## config.mk

```make
export PLATFORM = sky130hd
export DESIGN_NAME = lsu
export DESIGN_NICKNAME = d
export VERILOG_FILES = /design/src/rtl/lsu_pkg.sv /design/src/rtl/lsu_lane.sv /design/src/rtl/lsu.sv
export SDC_FILE = /design/constraint.sdc
export NUM_CORES = 1
export LEC_CHECK = 0
export CAP_MARGIN = 10
export CORE_MARGIN = 4
export CORE_UTILIZATION = 40
export CTS_CLUSTER_DIAMETER = 60
export DETAILED_ROUTE_END_ITERATION = 7
export GPL_TIMING_DRIVEN = 0
export PLACE_DENSITY = 0.7
export SETUP_SLACK_MARGIN = 0.5
export SLEW_MARGIN = 20
export SYNTH_ARGS = -nofsm -noshare
export SYNTH_HDL_FRONTEND = slang
export SYNTH_SLANG_ARGS = --single-unit
```

## constraint.sdc

```tcl
create_clock -name clk -period 7.84 [get_ports clk]
set_input_delay 1.568 -clock clk [delete_from_list [all_inputs] [get_ports clk]]
set_output_delay 1.568 -clock clk [all_outputs]
set_load 0.05 [all_outputs]
```

## src/rtl/lsu_pkg.sv

```systemverilog
// rtl/lsu_pkg.sv - shared encodings and constants for the load/store unit
//
// Purpose: access-size and FSM-state encodings, data-memory geometry, and the
// access-legality check used by the LSU.
// Ports: none (package).
package lsu_pkg;

  localparam int DM_WORDS = 64;
  localparam int DM_ABITS = 6;

  typedef enum logic [1:0] {
    SZ_BYTE = 2'b00,
    SZ_HALF = 2'b01,
    SZ_WORD = 2'b10,
    SZ_ILL  = 2'b11
  } size_e;

  typedef enum logic {
    ST_IDLE  = 1'b0,
    ST_MERGE = 1'b1
  } state_e;

  // lo = addr[1:0], hi_nz = any of addr[31:8] set (outside the 256-byte window)
  function automatic logic access_err(logic [1:0] sz, logic [1:0] lo, logic hi_nz);
    return (sz == SZ_ILL) ||
           ((sz == SZ_HALF) && lo[0]) ||
           ((sz == SZ_WORD) && (lo != 2'b00)) ||
           hi_nz;
  endfunction

endpackage

```

## src/rtl/lsu_lane.sv

```systemverilog
// rtl/lsu_lane.sv - byte/half lane extract-extend for loads and lane merge for stores
//
// Purpose: purely combinational lane logic shared by the load path and the
// read-modify-write merge path.
// Ports:
//   size  - access size (byte/half/word)
//   lane  - addr[1:0]; half accesses use lane[1] only
//   sext  - sign-extend sub-word load results
//   rword - word read from memory
//   wdata - right-aligned store data
//   ldata - extracted, extended load result
//   mword - rword with the target lane(s) replaced by wdata
module lsu_lane
  import lsu_pkg::*;
(
  input  logic [1:0]  size,
  input  logic [1:0]  lane,
  input  logic        sext,
  input  logic [31:0] rword,
  input  logic [31:0] wdata,
  output logic [31:0] ldata,
  output logic [31:0] mword
);

  logic [7:0]  b;
  logic [15:0] h;

  always_comb begin
    b     = rword[{lane, 3'b000} +: 8];
    h     = lane[1] ? rword[31:16] : rword[15:0];
    ldata = rword;
    mword = wdata;
    case (size)
      SZ_BYTE: begin
        ldata = {{24{sext & b[7]}}, b};
        mword = rword;
        mword[{lane, 3'b000} +: 8] = wdata[7:0];
      end
      SZ_HALF: begin
        ldata = {{16{sext & h[15]}}, h};
        mword = rword;
        if (lane[1]) mword[31:16] = wdata[15:0];
        else         mword[15:0]  = wdata[15:0];
      end
      default: begin
        ldata = rword;
        mword = wdata;
      end
    endcase
  end

endmodule

```

## src/rtl/lsu.sv

```systemverilog
// rtl/lsu.sv - load/store unit with read-modify-write for sub-word stores
//
// Purpose: accepts one access per cycle in IDLE; loads and word stores finish
// in one cycle, byte/half stores read the word, then write the merged word in
// MERGE. Illegal accesses touch no memory and return resp_err.
// Ports:
//   clk, rst                      - clock, async active-high reset
//   req, we, size, sext, addr, wdata - access request (sampled while ready=1)
//   ready                         - high in IDLE
//   resp_valid, resp_err, resp_data - one-cycle completion response
//   dm_addr, dm_rd, dm_wr, dm_wdata, dm_rdata - word-wide data-memory port
module lsu
  import lsu_pkg::*;
(
  input  logic        clk,
  input  logic        rst,
  input  logic        req,
  input  logic        we,
  input  logic [1:0]  size,
  input  logic        sext,
  input  logic [31:0] addr,
  input  logic [31:0] wdata,
  output logic        ready,
  output logic        resp_valid,
  output logic        resp_err,
  output logic [31:0] resp_data,
  output logic [31:0] dm_addr,
  output logic        dm_rd,
  output logic        dm_wr,
  output logic [31:0] dm_wdata,
  input  logic [31:0] dm_rdata
);

  state_e                state, state_nx;
  logic [DM_ABITS-1:0]   lat_idx;
  logic [1:0]            lat_lane;
  logic [1:0]            lat_size;
  logic [31:0]           lat_wdata;
  logic [31:0]           lat_rdata;

  logic                  acc, bad;
  logic [1:0]            ln_size, ln_lane;
  logic [31:0]           ln_word, ln_wdata, ln_ldata, ln_mword;

  assign ready = (state == ST_IDLE);
  assign acc   = req && ready;
  assign bad   = access_err(size, addr[1:0], |addr[31:8]);

  lsu_lane u_lane (
    .size  (ln_size),
    .lane  (ln_lane),
    .sext  (sext),
    .rword (ln_word),
    .wdata (ln_wdata),
    .ldata (ln_ldata),
    .mword (ln_mword)
  );

  always_comb begin
    state_nx = state;
    dm_rd    = 1'b0;
    dm_wr    = 1'b0;
    dm_addr  = '0;
    dm_wdata = '0;
    // lane logic sees the live request in IDLE and the latched store in MERGE
    ln_size  = size;
    ln_lane  = addr[1:0];
    ln_word  = dm_rdata;
    ln_wdata = wdata;
    case (state)
      ST_IDLE: begin
        if (acc && !bad) begin
          dm_addr = {{(32-DM_ABITS){1'b0}}, addr[DM_ABITS+1:2]};
          if (!we) begin
            dm_rd = 1'b1;
          end else if (size == SZ_WORD) begin
            dm_wr    = 1'b1;
            dm_wdata = wdata;
          end else begin
            dm_rd    = 1'b1;
            state_nx = ST_MERGE;
          end
        end
      end
      ST_MERGE: begin
        ln_size  = lat_size;
        ln_lane  = lat_lane;
        ln_word  = lat_rdata;
        ln_wdata = lat_wdata;
        dm_rd    = 1'b1;
        dm_wr    = 1'b1;
        dm_addr  = {{(32-DM_ABITS){1'b0}}, lat_idx};
        dm_wdata = ln_mword;
        state_nx = ST_IDLE;
      end
      default: state_nx = ST_IDLE;
    endcase
  end

  always_ff @(posedge clk or posedge rst) begin
    if (rst) begin
      state      <= ST_IDLE;
      resp_valid <= 1'b0;
      resp_err   <= 1'b0;
      resp_data  <= '0;
      lat_idx    <= '0;
      lat_lane   <= '0;
      lat_size   <= '0;
      lat_wdata  <= '0;
      lat_rdata  <= '0;
    end else begin
      state      <= state_nx;
      resp_valid <= 1'b0;
      resp_err   <= 1'b0;
      resp_data  <= '0;
      if (state == ST_MERGE) begin
        resp_valid <= 1'b1;
      end else if (acc) begin
        if (bad) begin
          resp_valid <= 1'b1;
          resp_err   <= 1'b1;
        end else if (!we) begin
          resp_valid <= 1'b1;
          resp_data  <= ln_ldata;
        end else if (size == SZ_WORD) begin
          resp_valid <= 1'b1;
        end else begin
          lat_idx   <= addr[DM_ABITS+1:2];
          lat_lane  <= addr[1:0];
          lat_size  <= size;
          lat_wdata <= wdata;
          lat_rdata <= dm_rdata;
        end
      end
    end
  end

endmodule

```

==> flow_metrics.tcl <==
set metrics [dict create \
    status "completed" \
    crit_fanout 11 \
    first_global_vias 5893 \
    r2r_start "state" \
    slew_viol_final 0 \
    worstSetupStartpointType "input pin" \
    yosys-top-cells-area "dfrtp_1, mux2_2, mux2i_1" \
    min_to "lat_wdata[26]" \
    synth_edf_count 0 \
    pwr-share-comb 0.154 \
    switchingPower_w 0.0003457 \
    rows 46 \
    fillers 1398 \
    final_core_util 0.5645 \
    port_buffers 174 \
    reg2reg_setup_slack_ps 5280 \
    skew_ps 9.347 \
    ys_seq_area_frac 0.4130 \
    totalWireLength_um 22710 \
    antenna_found_initial 0 \
    mappedNetlistArea_sq_mm 0.006604 \
    pre_cts_slack_ps 1062 \
    min_period_ps 6866 \
    die_w_um 136.5 \
    first_pass_iters 5 \
    grt_pass1_wl_um 34100 \
    path_clk_slew_ps 70 \
    grt-ovfl-total 0 \
    cts_root_buf "clkbuf_16" \
    ff2ff_path_depth 8 \
    syn_avg_cell_area_sq_um 10.58 \
    finalSetupViolations 0 \
    worstSetupPathType "in2out" \
    nNetsFinal 943 \
    worstHoldPathType "reg2reg" \
    place_congestion 0.8831 \
    worst-endpoint-required_ps 6270 \
    fmax_ghz 0.1457 \
    drt_iter0_drc 381 \
    dp_hpwl_um 17960 \
    cts_hold_buffers 0 \
    drc 0 \
    final_layout_size_suffix_gt1_frac 0.2143 \
    h-tree-depth 3 \
    synthCells 624 \
    p_per_area_mw_per_mm2 137.3 \
    pin_count 204 \
    p_total_w 0.001245 \
    clk_latency_ps 360 \
    die_y_um 136.5 \
    clkPwrFrac 0.394 \
    area_growth_syn_to_layout_pct 37.27 \
    route.antenna.remaining_nets 0 \
    dieArea_sq_mm 0.01863 \
    fin_ws_ps 974.2 \
    ys.flop_type "dfrtp_1" \
    leakage_nw 3.878 \
    clock_path_buffers 2 \
    antenna_cells 0 \
    fin_crit_sh 0.8757 \
    p_int_w 0.0008989 \
    ys_seq_elements 109 \
    tritoncts "done" \
    whs_ps 501.6 \
    end_kind "output port" \
    drv_cap 0 \
    async_flop_share 1.000 \
    start_util 0.4113 \
    grt_max_degree 73 \
    min_path_cells 1 \
    post_drt_via_cell_ratio 5.576 \
    cts_setup_buffers 0 \
    wire_per_inst_um 21.51 \
    r2r_end "resp_data[1]" \
    cp_data_arrival_time_ps 5300 \
    coreArea_sq_mm 0.01606 \
    hold_start "lat_wdata[26]" \
    power_switching_share 0.2778 \
    dr_total_vias 5888 \
    synth_area_leader_cell "dfrtp_1" \
    ys_types 57 \
    cts_buffers 9 \
    vdd_drop_max_v 0.0001312 \
    cts.sinks 109 \
    synth.top_cell.area_share 0.4130 \
    rsz0062_at_grt "no" \
    max_slew_margin 0.3402 \
    cts_resized 0 \
    tns_ps 0 \
    worst_pin_slew_ps 982.1 \
    synth_warnings 0 \
    grtUsageTotal 0.2420 \
    hold_viol_final 0 \
    seq_power_share 0.452 \
]
## cells in the final DEF (no fill, tap or decap), types with 4 or more instances in the layout
master,instances
a211oi_1,9
a2111oi_2,15
inv_1,5
a22oi_1,11
nand2b_1,4
a221oi_1,14
o21ai_0,10
nor4_1,6
o22ai_1,5
nor2_1,39
conb_1,26
a21oi_1,20
dfrtp_1,109
mux2i_1,44
and2_1,8
buf_4,35
a22o_1,8
nor3_1,8
o211ai_1,9
o22a_1,8
clkbuf_1,16
o221ai_1,7
ha_1,5
mux2_2,80
nand2_1,74
clkbuf_16,9
clkdlybuf4s50_1,174
buf_2,15
nor2b_1,8
## sequential cells by signal (all words and copies together) (netlist names)
register,flops
lat_wdata,32
lat_rdata,32
lat_lane,2
resp_err,1
state,1
resp_valid,1
lat_size,2
lat_idx,6
resp_data,32
## critical path, stage by stage
cell and delay, ps:
buf_2 230, mux2i_2 200, inv_1 120, clkbuf_1 410
clkbuf_1 530, ha_1 370, nor2_1 80, o21ai_1 460
nor2_1 150, a221oi_1 250, o211ai_1 170, clkdlybuf4s50_1 730
## layout make-up
| cell class | instances | area [sq um] | area share |
|---|---|---|---|
| Sequential cell | 109 | 2728 | 0.3009 |
| Clock buffer | 9 | 225.2 | 0.02484 |
| Buffer | 72 | 454.2 | 0.05010 |
| Clock inverter | 7 | 91.34 | 0.01008 |
| Multi-Input combinational cell | 460 | 3492 | 0.3852 |
| Inverter | 8 | 35.03 | 0.003865 |
| Timing Repair Buffer | 175 | 1769 | 0.1952 |
| Tap cell | 216 | 270.3 | 0.02981 |
## synthesized netlist by cell type (all sizes together), types with 4 or more instances
cell type and instances:
ha 5, nand2 74, nor2b 8, a22o 8, a211oi 9, o211ai 9, and2 8, inv 6
mux2 80, mux2i 46, a2111oi 19, clkbuf 16, a22oi 11, a221oi 14, buf 56, nor4 8
nor2 39, o22a 8, dfrtp 109, a21oi 20, nand2b 4, o22ai 5, o221ai 7, o21ai 11
nor3 9
## power by group through the flow
stage / Combinational, W / Clock [W] / Sequential [W]
finish: 0.000192 / 0.000491 / 0.000562
global route: 0.000204 / 0.000516 / 0.000562
global placement: 0.000185 / 0 / 0.000574
detailed placement: 0.000190 / 0 / 0.000574
floorplan: 0.000101 / 0 / 0.000576
CTS: 0.000190 / 0.000497 / 0.000562
## routing by layer
layer  track usage  vias to the layer above  routed length [um]
met5             0                        -                   0
met4       0.08287                        0                 440
met2        0.3795                      310               10520
met3       0.04596                       33                1908
li1              -                     2690                   -
met1        0.3365                     2855                9848
## cell families (layout without fill, tap and decap cells)
logic type	count (synthesis)	count (layout)	share of synthesized area
fa+ha+maj	5	5	0.009473
simple gates	168	168	0.1178
mux	127	127	0.2107
flops	109	109	0.4130
compound gates	134	134	0.1751
other cells	1	26	0.0005679
buf+inv	80	271	0.07332
## through the flow
stage,cells,instance area [sq um]
6_report,1056,9065
5_1_grt,1056,9065
4_1_cts,1056,9065
3_5_place_dp,1040,8748
3_3_place_gp,1039,8710
2_1_floorplan,649,6698
## worst max path at each step
stage	start	to	slack, ps	cells past startpoint
2_1_floorplan	addr[1]	dm_wdata[23]	1860	11
3_3_place_gp	addr[1]	dm_wdata[31]	1050	12
4_1_cts	addr[1]	dm_wdata[31]	1050	12
5_1_grt	addr[1]	dm_wdata[29]	770	12
6_report	addr[1]	dm_wdata[31]	970	12
3_5_place_dp	addr[1]	dm_wdata[29]	1060	12
No activity file was read; power rests on OpenSTA's default activity.
